### src/rtl/uart_pkg.sv
// Shared UART definitions: receiver FSM states and the frame geometry
// that the transmitter and receiver both use.
package uart_pkg;
  localparam int UART_OVERSAMPLE = 16;
  localparam int UART_DATA_BITS  = 8;

  typedef enum logic [1:0] {
    IDLE  = 2'd0,
    START = 2'd1,
    DATA  = 2'd2,
    STOP  = 2'd3
  } uart_rx_state_t;
endpackage

### src/rtl/uart_receiver_if.sv
// Receiver-side signal bundle: serial line, oversample tick, unload request
// and the holding-register status seen by the bus side.
interface uart_receiver_if
  import uart_pkg::*;
#(
  parameter int DATA_BITS = UART_DATA_BITS
) ();
  logic                 i_clk_en;
  logic                 i_rx;
  logic                 i_rx_en;
  logic                 i_uld_rx_data;
  logic [DATA_BITS-1:0] o_rx_data;
  logic                 o_rx_empty;
  logic                 o_rx_frame_err;
  logic                 o_rx_overrun;
  logic                 o_rx_busy;

  modport master (
    output i_clk_en, i_rx, i_rx_en, i_uld_rx_data,
    input  o_rx_data, o_rx_empty, o_rx_frame_err, o_rx_overrun, o_rx_busy
  );

  modport slave (
    input  i_clk_en, i_rx, i_rx_en, i_uld_rx_data,
    output o_rx_data, o_rx_empty, o_rx_frame_err, o_rx_overrun, o_rx_busy
  );
endinterface

### src/rtl/uart_sync2.sv
// Two-flop synchronizer for an asynchronous single-bit input; the reset
// value is a parameter so idle-high and idle-low lines can both use it.
module uart_sync2 #(
  parameter logic RST_VAL = 1'b1
) (
  input  logic clk,
  input  logic rst_n,
  input  logic d,
  output logic q
);
  logic meta;

  always_ff @(posedge clk or negedge rst_n) begin
    if (!rst_n) begin
      meta <= RST_VAL;
      q    <= RST_VAL;
    end else begin
      meta <= d;
      q    <= meta;
    end
  end
endmodule

### src/rtl/uart_receiver.sv
// 8N1 UART receive engine: 16x oversampled start/data/stop sampling into a
// single-entry holding register with sticky overrun and framing-error flags.
module uart_receiver
  import uart_pkg::*;
#(
  parameter int OVERSAMPLE = UART_OVERSAMPLE,
  parameter int DATA_BITS  = UART_DATA_BITS
) (
  input  logic            i_sys_clk,
  input  logic            i_rst_n,
  uart_receiver_if.slave  rx_if
);
  localparam int CW = $clog2(OVERSAMPLE);
  localparam int BW = $clog2(DATA_BITS + 1);

  uart_rx_state_t       state;
  logic [CW-1:0]        cnt;
  logic [BW-1:0]        bit_idx;
  logic [DATA_BITS-1:0] shreg;
  logic                 rx_s, rx_prev, busy;
  logic [DATA_BITS-1:0] data;
  logic                 empty, frame_err, overrun;

  uart_sync2 #(.RST_VAL(1'b1)) u_sync (
    .clk   (i_sys_clk),
    .rst_n (i_rst_n),
    .d     (rx_if.i_rx),
    .q     (rx_s)
  );

  logic half_bit, full_bit, stop_tick, frame_ok, frame_bad, unload;
  assign half_bit  = (cnt == CW'(OVERSAMPLE/2 - 1));
  assign full_bit  = (cnt == CW'(OVERSAMPLE - 1));
  assign stop_tick = rx_if.i_clk_en && rx_if.i_rx_en && (state == STOP) && full_bit;
  assign frame_ok  = stop_tick && rx_s;
  assign frame_bad = stop_tick && !rx_s;
  assign unload    = rx_if.i_uld_rx_data && !empty;

  // rx_prev tracks the line on every tick, not just in IDLE, so a line that
  // stays low past a bad stop bit cannot fake a fresh falling edge.
  always_ff @(posedge i_sys_clk or negedge i_rst_n) begin
    if (!i_rst_n) begin
      state   <= IDLE;
      cnt     <= '0;
      bit_idx <= '0;
      shreg   <= '0;
      rx_prev <= 1'b1;
      busy    <= 1'b0;
    end else if (rx_if.i_clk_en) begin
      rx_prev <= rx_s;
      if (!rx_if.i_rx_en) begin
        state   <= IDLE;
        cnt     <= '0;
        bit_idx <= '0;
        busy    <= 1'b0;
      end else begin
        case (state)
          IDLE: begin
            if (rx_prev && !rx_s) begin
              state <= START;
              cnt   <= '0;
              busy  <= 1'b1;
            end
          end
          START: begin
            if (half_bit) begin
              cnt     <= '0;
              bit_idx <= '0;
              state   <= rx_s ? IDLE : DATA;
              busy    <= !rx_s;
            end else begin
              cnt <= cnt + CW'(1);
            end
          end
          DATA: begin
            if (full_bit) begin
              cnt   <= '0;
              shreg <= {rx_s, shreg[DATA_BITS-1:1]};
              if (bit_idx == BW'(DATA_BITS - 1)) begin
                state   <= STOP;
                bit_idx <= '0;
              end else begin
                bit_idx <= bit_idx + BW'(1);
              end
            end else begin
              cnt <= cnt + CW'(1);
            end
          end
          STOP: begin
            if (full_bit) begin
              state <= IDLE;
              cnt   <= '0;
              busy  <= 1'b0;
            end else begin
              cnt <= cnt + CW'(1);
            end
          end
          default: begin
            state <= IDLE;
            cnt   <= '0;
            busy  <= 1'b0;
          end
        endcase
      end
    end
  end

  // Holding register runs every cycle so unload never waits for a tick;
  // a flag raised in the unload cycle takes priority over the clear.
  always_ff @(posedge i_sys_clk or negedge i_rst_n) begin
    if (!i_rst_n) begin
      data      <= '0;
      empty     <= 1'b1;
      frame_err <= 1'b0;
      overrun   <= 1'b0;
    end else begin
      if (frame_ok && (empty || unload)) begin
        data  <= shreg;
        empty <= 1'b0;
      end else if (unload) begin
        empty <= 1'b1;
      end

      if (frame_bad)   frame_err <= 1'b1;
      else if (unload) frame_err <= 1'b0;

      if (frame_ok && !empty && !unload) overrun <= 1'b1;
      else if (unload)                   overrun <= 1'b0;
    end
  end

  assign rx_if.o_rx_data      = data;
  assign rx_if.o_rx_empty     = empty;
  assign rx_if.o_rx_frame_err = frame_err;
  assign rx_if.o_rx_overrun   = overrun;
  assign rx_if.o_rx_busy      = busy;
endmodule

### src/flat_wrapper.sv
// flat-port wrapper written by rule: the top's interface ports become plain ports
module uart_receiver_flat import uart_pkg::*;
#(
  parameter int OVERSAMPLE = UART_OVERSAMPLE,
  parameter int DATA_BITS  = UART_DATA_BITS
)
  (i_sys_clk, i_rst_n, rx_if_i_clk_en, rx_if_i_rx, rx_if_i_rx_en, rx_if_i_uld_rx_data, rx_if_o_rx_data, rx_if_o_rx_empty, rx_if_o_rx_frame_err, rx_if_o_rx_overrun, rx_if_o_rx_busy);
  uart_receiver_if #(.DATA_BITS(DATA_BITS)) rx_if_i ();
  input  logic i_sys_clk;
  input  logic i_rst_n;
  input wire logic [$bits(rx_if_i.i_clk_en)-1:0] rx_if_i_clk_en;
  input wire logic [$bits(rx_if_i.i_rx)-1:0] rx_if_i_rx;
  input wire logic [$bits(rx_if_i.i_rx_en)-1:0] rx_if_i_rx_en;
  input wire logic [$bits(rx_if_i.i_uld_rx_data)-1:0] rx_if_i_uld_rx_data;
  output wire logic [$bits(rx_if_i.o_rx_data)-1:0] rx_if_o_rx_data;
  output wire logic [$bits(rx_if_i.o_rx_empty)-1:0] rx_if_o_rx_empty;
  output wire logic [$bits(rx_if_i.o_rx_frame_err)-1:0] rx_if_o_rx_frame_err;
  output wire logic [$bits(rx_if_i.o_rx_overrun)-1:0] rx_if_o_rx_overrun;
  output wire logic [$bits(rx_if_i.o_rx_busy)-1:0] rx_if_o_rx_busy;
  assign rx_if_i.i_clk_en = rx_if_i_clk_en;
  assign rx_if_i.i_rx = rx_if_i_rx;
  assign rx_if_i.i_rx_en = rx_if_i_rx_en;
  assign rx_if_i.i_uld_rx_data = rx_if_i_uld_rx_data;
  assign rx_if_o_rx_data = rx_if_i.o_rx_data;
  assign rx_if_o_rx_empty = rx_if_i.o_rx_empty;
  assign rx_if_o_rx_frame_err = rx_if_i.o_rx_frame_err;
  assign rx_if_o_rx_overrun = rx_if_i.o_rx_overrun;
  assign rx_if_o_rx_busy = rx_if_i.o_rx_busy;
  uart_receiver #(.OVERSAMPLE(OVERSAMPLE), .DATA_BITS(DATA_BITS)) u_core (.i_sys_clk(i_sys_clk), .i_rst_n(i_rst_n), .rx_if(rx_if_i));
endmodule
### config.mk
export PLATFORM = sky130hd
export DESIGN_NAME = uart_receiver_flat
export DESIGN_NICKNAME = d
export VERILOG_FILES = /design/src/rtl/uart_pkg.sv /design/src/rtl/uart_receiver_if.sv /design/src/rtl/uart_sync2.sv /design/src/rtl/uart_receiver.sv /design/src/flat_wrapper.sv
export SDC_FILE = /design/constraint.sdc
export NUM_CORES = 1
export LEC_CHECK = 0
export ABC_CLOCK_PERIOD_IN_PS = 2300
export CAP_MARGIN = 10
export CORE_MARGIN = 3
export CORE_UTILIZATION = 30
export DETAILED_ROUTE_END_ITERATION = 8
export RECOVER_POWER = 50
export SLEW_MARGIN = 20
export SYNTH_ARGS = -nofsm -noshare
export SYNTH_HDL_FRONTEND = slang
export SYNTH_SLANG_ARGS = --single-unit
### constraint.sdc
create_clock -name i_sys_clk -period 2.3 [get_ports i_sys_clk]
set_clock_uncertainty 0.2 [all_clocks]
set_input_delay 0.575 -clock i_sys_clk [delete_from_list [all_inputs] [get_ports i_sys_clk]]
set_output_delay 0.575 -clock i_sys_clk [all_outputs]
set_load 0.03 [all_outputs]
==> summary.txt, run 1 <==
area of the die: 6010 um^2
Nets: 172
Iteration-0 DRC Markers: 21
HP Start: u_core.u_sync.meta
unrepaired setup endpoints after global routing: false
Top FF cell, synth: dfrtp_1
total negative slack: 0 ns
Avg WL per Cell: 13.6 um
Post-CTS Setup Inserts: 0
setup ws final: 0.0895 ns
reg2reg start: u_core.cnt[0]
nature of the critical path endpoint: flip-flop
crit start category: primary input
cell area after layout: 1970 um^2
I/O pin count: 18
gr ovfl total: 0
Netlist cell types: 36
Tightest Pin Transition: 0.790 ns
max_cap viols: 0
final max-slew violation count: 0
Tcrit/Tclk final: 96.1%
Layout Area Growth over Synthesis: 28.4%
met2 wire length: 1.62 mm
total placed instance area: 1860 um^2
Core Region: 4850 um^2
Detail Route Antenna Nets: 0
metal3 WL: 84 um
crit path DAT: 2.18 ns
top post-synthesis cells by area: dfrtp_1 (47%), mux2_2 (12%), dfstp_2 (6.8%), o21ai_0 (3.3%), nand2_1 (2.7%)
initial antenna violation count: 0
pre-CTS setup slack: -0.207 ns
Worst EP required: 2.27 ns
Slew headroom: 47.3%
Max IR drop VDD: 0.000447 V
Yosys reg bits: 33
Die X-Extent: 77.5 um
min cycle time layout: 2.21 ns
Warnings, synthesis: 0
H-tree levels: 2
clk buf depth: 2
Crit Path Class: in2reg
CTS buffer count: 5
Synth Net Count: 140
uppermost layer routed: met4
Synth Instances: 132
syn_area_per_cell: 11.6 um^2
R2R cell count: 5
synthesized area: 1540 um^2
Post-synth EDFFs: 0
pin count of the biggest net entering global routing: 34
share of cells above drive strength 1: 28.5%
RePlAce Congestion: 0.804
hpwl dp: 2.37 mm
worst path cell trace: clkdlybuf4s50_1 > and4_2 > nand2_1 > nor2_4 > mux2_2
worst hold path cell count: 0
Worst Hold Path EP: u_core.u_sync.q
DIE HEIGHT: 77.5 um
Leak: 0.885 nW
final setup vio count: 0
routed vias: 1126
Buffers on Ports: 17
Non-Filler Instances: 232
R2R Path End: u_core.rx_if.o_rx_data[1]
status: completed
first-pass GRT wire length: 5.69 mm
post-synth top area cell: dfrtp_1
drt drc: 0
M1 wire length: 1.37 mm
WL final: 3.15 mm
CTS tree: yes
Fmax achieved: 452 MHz
n_diodes: 0
DR pass1 iterations: 4
DR vias/cell: 4.85
post-synthesis sequential area ratio: 54.1%
Slowest cell on crit path: clkdlybuf4s50_1
CTS Sinks: 33
Critical Path Max Stage Delay: 0.59 ns
vias in the first global route: 1204
CTS Root Cell: clkbuf_8
Placed Instances: 224
CP Max Fanout: 8
clock transition at the registers of the reported paths: 0.07 ns
row cnt: 25
Initial Utilization: 31.7%
Total GRT Usage: 11.9%
Hold Fails Final Rpt: 0
post-route core utilization: 40.7%
power density cells: 646 nW/um^2
Async S/R FF share, synth: 100%
Synth top area share: 47.3%
Tightest Hold Check Type: reg2reg
R2R Setup Slk: 0.25 ns
clock latency on the worst-skew pair: 0.28 ns
[layout by cell type, fill, tap and decap left out, types with 6 or more instances in the layout]
master and count:
nand3_1 8, nand2_1 11, dfrtp_1 29, nor2_1 6
o21ai_0 10, buf_4 11, clkdlybuf4s50_1 13, clkbuf_8 6
inv_1 6, mux2_2 17
[critical path, delay by kind of cell]
kind | cells | cell delay, ns
buffers and inverters | 1 | 0.59
muxes | 1 | 0.38
and+or+nand+nor | 3 | 0.63
[how the worst max path moves through the flow]
stage	startpoint	endpoint	slack, ns	cells after the start
after global routing	rx_if_i_rx_en	u_core.rx_if.o_rx_data[1]	0.01	5
after detailed placement	rx_if_i_rx_en	u_core.rx_if.o_rx_data[1]	-0.21	5
after CTS	rx_if_i_rx_en	u_core.rx_if.o_rx_data[1]	0.09	5
after floorplan	rx_if_i_clk_en	u_core.rx_if.o_rx_data[0]	0.34	5
final	rx_if_i_rx_en	u_core.rx_if.o_rx_data[1]	0.09	5
after global placement	rx_if_i_rx_en	u_core.rx_if.o_rx_data[0]	-0.14	5
[stage by stage]
stage | power, W | hold slack, ns
2_1_floorplan | 0.000677 | 0.0794
3_3_place_gp | 0.000727 | 0.148
3_5_place_dp | 0.000731 | 0.149
4_1_cts | 0.00129 | 0.159
5_1_grt | 0.00133 | 0.160
6_report | 0.00127 | 0.157
[area by class of cell]
type	count	area [um^2]
flip-flops and latches	33	831
repair buffers	30	264
clock inverters	1	30.0
fillers	475	2880
inverters	7	26.3
well taps	67	83.8
multi-input cells	87	651
clock buffers	7	86.3
[cell families after synthesis]
kind of cell | share of synthesized area (%)
AO/OA/AOI/OAI | 13.0
multiplexers | 15.1
adder cells (fa/ha/maj) | 1.63
flip-flops | 54.1
AND/OR/NAND/NOR | 12.7
buffers and inverters | 3.50
[cell usage after synthesis (all sizes together) (3+ instances only)]
library cell   n
nand3          8
dfrtp         29
buf            4
mux2i          4
o211ai         3
mux2          17
a21oi          4
nand2         11
inv            7
o21ai         10
dfstp          4
nor2           7
[routing by layer]
| layer | track usage [%] | vias up |
|---|---|---|
| met2 | 19.2 | 16 |
| met3 | 3.13 | 9 |
| met5 | 0 | - |
| met4 | 6.05 | 0 |
| li1 | - | 542 |
| met1 | 14.7 | 559 |
[state kept, by name (all words and copies together), names as in the netlist]
| signal | flops |
|---|---|
| u_core.rx_if.o_rx_frame_err | 1 |
| u_core.shreg | 8 |
| u_core.state | 2 |
| u_core.rx_if.o_rx_overrun | 1 |
| u_core.rx_if.o_rx_empty | 1 |
| u_core.rx_if.o_rx_busy | 1 |
| u_core.u_sync.q | 1 |
| u_core.bit_idx | 4 |
| u_core.cnt | 4 |
| u_core.rx_if.o_rx_data | 8 |
| u_core.u_sync.meta | 1 |
| u_core.rx_prev | 1 |
[power by group]
| group | total, W | internal (W) | switching (W) |
|---|---|---|---|
| registers | 0.000618 | 0.000599 | 0.0000190 |
| logic | 0.0000997 | 0.0000451 | 0.0000546 |
| clock network | 0.000556 | 0.000353 | 0.000203 |
| total | 0.00127 | 0.000997 | 0.000276 |
[timing repair]
| item | in CTS | in global routing |
|---|---|---|
| gates resized for setup | 1 | 0 |
| hold buffers | 0 | 0 |
| setup endpoints to repair | 1 | 0 |
Power figures use the tool's default switching activity.
==> run 2, diff against run 1 <==
- CTS_CLUSTER_SIZE: unset -> 8
==> results of run 2 <==
The final DEF is identical to that of run 1; final timing and power are the same.
==> run 3, diff against run 2 <==
- CORE_MARGIN: 3 -> unset
==> run 3 against run 2 <==
Count of clock-buffer cells in the layout down 2. Core utilization about the same. Sequential share of layout area up 0.30 points. Critical path depth unchanged. Largest cell class unchanged. Register-to-register slack better by 0.06 ns. Critical path type unchanged. First-iteration DRC count rose to 4.3 times the previous value. Sequential power about the same.
==> summary.txt, run 3 (synthesized netlist as in run 1, its figures left out) <==
power density cells: 580 nW/um^2
Buf/Inv on CP: 1
status: completed
total placed instance area: 1870 um^2
pin count of the biggest net entering global routing: 34
CP Max Fanout: 8
Detail Route Antenna Nets: 0
Layout Area Growth over Synthesis: 27.5%
clock transition at the registers of the reported paths: 0.07 ns
most common cell after layout, fill and taps aside: dfrtp_1
M1 wire length: 1.29 mm
Fmax achieved: 463 MHz
crit path DAT: 2.13 ns
DR vias/cell: 4.80
# hold bufs at CTS: 0
Net Switching: 0.000284 W
H-tree levels: 2
crit start category: primary input
CTS Sinks: 33
Slew headroom: 47.8%
CTS tree: yes
first-pass GRT wire length: 5.26 mm
Avg WL per Cell: 12.5 um
Tightest Hold Check Type: reg2reg
Die X-Extent: 73.5 um
WL final: 2.91 mm
uppermost layer routed: met4
initial antenna violation count: 0
Tightest Pin Transition: 0.783 ns
CTS buffer count: 5
share of cells above drive strength 1: 29.1%
setup ws final: 0.141 ns
routed vias: 1113
hpwl dp: 2.19 mm
vias in the first global route: 1146
Slowest cell on crit path: clkdlybuf4s50_1
Tcrit/Tclk final: 93.9%
Placed Instances: 224
pre-CTS setup slack: -0.163 ns
Max IR drop VDD: 0.000251 V
final max-slew violation count: 0
DR pass1 iterations: 4
hold_ws: 0.158 ns
clock share of power: 36.9%
I/O pin count: 18
Critical Path Max Stage Delay: 0.56 ns
Iteration-0 DRC Markers: 91
Top delay family on crit path: simple AND/OR/NAND/NOR gates
clock latency on the worst-skew pair: 0.28 ns
Core Region: 4820 um^2
clk buf depth: 2
Cell Int Power: 0.000852 W
DIE HEIGHT: 73.5 um
Tot Pwr: 0.00114 W
cell area after layout: 1960 um^2
Worst EP required: 2.27 ns
min cycle time layout: 2.16 ns
max_cap viols: 0
Post-CTS Setup Inserts: 0
Filler Cells Inserted: 487
area of the die: 5410 um^2
Buffers on Ports: 17
Nets: 172
final setup vio count: 0
unrepaired setup endpoints after global routing: false
RePlAce Congestion: 0.846
Total GRT Usage: 13.3%
n_diodes: 0
Non-Filler Instances: 232
metal3 WL: 108 um
Sw Share: 25.0%
sequential share of power: 54.3%
drt drc: 0
CTS Root Cell: clkbuf_8
Initial Utilization: 31.9%
worst path cell trace: clkdlybuf4s50_1 > and4_2 > nand2_1 > nor2_4 > mux2_2
gr ovfl total: 0
Hold Fails Final Rpt: 0
row cnt: 25
nature of the critical path endpoint: flip-flop
Crit Path Class: in2reg
most frequent cells in the layout: dfrtp_1 (29), mux2_2 (17), clkdlybuf4s50_1 (13)
Gate power share: 8.7%
met2 wire length: 1.42 mm
Leak: 0.875 nW
==> run 3: area by class of cell <==
class                           count  area, um^2  share of cell area, %
Tap cell                           67        83.8                   4.28
Clock buffer                        5        68.8                   3.51
Clock inverter                      3        17.5                  0.895
Timing Repair Buffer               30         280                   14.3
Sequential cell                    33         831                   42.4
Inverter                            7        26.3                   1.34
Multi-Input combinational cell     87         651                   33.2
==> run 3: worst paths after layout <==
check | from | end | slack (ns) | depth (start not counted)
max | rx_if_i_rx_en | u_core.rx_if.o_rx_data[5] | 0.14 | 5
min | u_core.u_sync.meta | u_core.u_sync.q | 0.16 | 0
max reg2reg | u_core.cnt[0] | u_core.rx_if.o_rx_data[5] | 0.31 | 5
min reg2reg | u_core.u_sync.meta | u_core.u_sync.q | 0.16 | 0
max in group asynchronous | i_rst_n | u_core.cnt[3] | 0.70 | 2
min in group asynchronous | i_rst_n | u_core.rx_if.o_rx_busy | 0.69 | 2
==> run 3: what timing repair did <==
action | in CTS | in global routing
endpoints found under the hold margin | 0 | 0
setup endpoints to repair | 0 | 1
resized for setup | 0 | 1
==> run 3: power groups by stage <==
stage	clock network (W)	registers (W)	logic (W)
floorplan	0	0.000627	0.0000499
global placement	0	0.000627	0.000100
detailed placement	0	0.000628	0.000103
CTS	0.000434	0.000617	0.000104
global route	0.000461	0.000621	0.000111
finish	0.000420	0.000617	0.0000991
==> run 3: routing by layer <==
layer	GRT usage [%]	vias up
met5	0	-
met4	8.55	0
met3	4.12	5
met2	21.1	25
met1	15.5	545
li1	-	538
==> run 3: through the flow <==
| step | util [%] | setup TNS (ns) |
|---|---|---|
| 2_1_floorplan | - | 0 |
| 3_3_place_gp | 38.9 | -1.11 |
| 3_5_place_dp | 38.9 | -1.46 |
| 4_1_cts | 40.6 | 0 |
| 5_1_grt | 40.6 | 0 |
| 6_report | 40.6 | 0 |
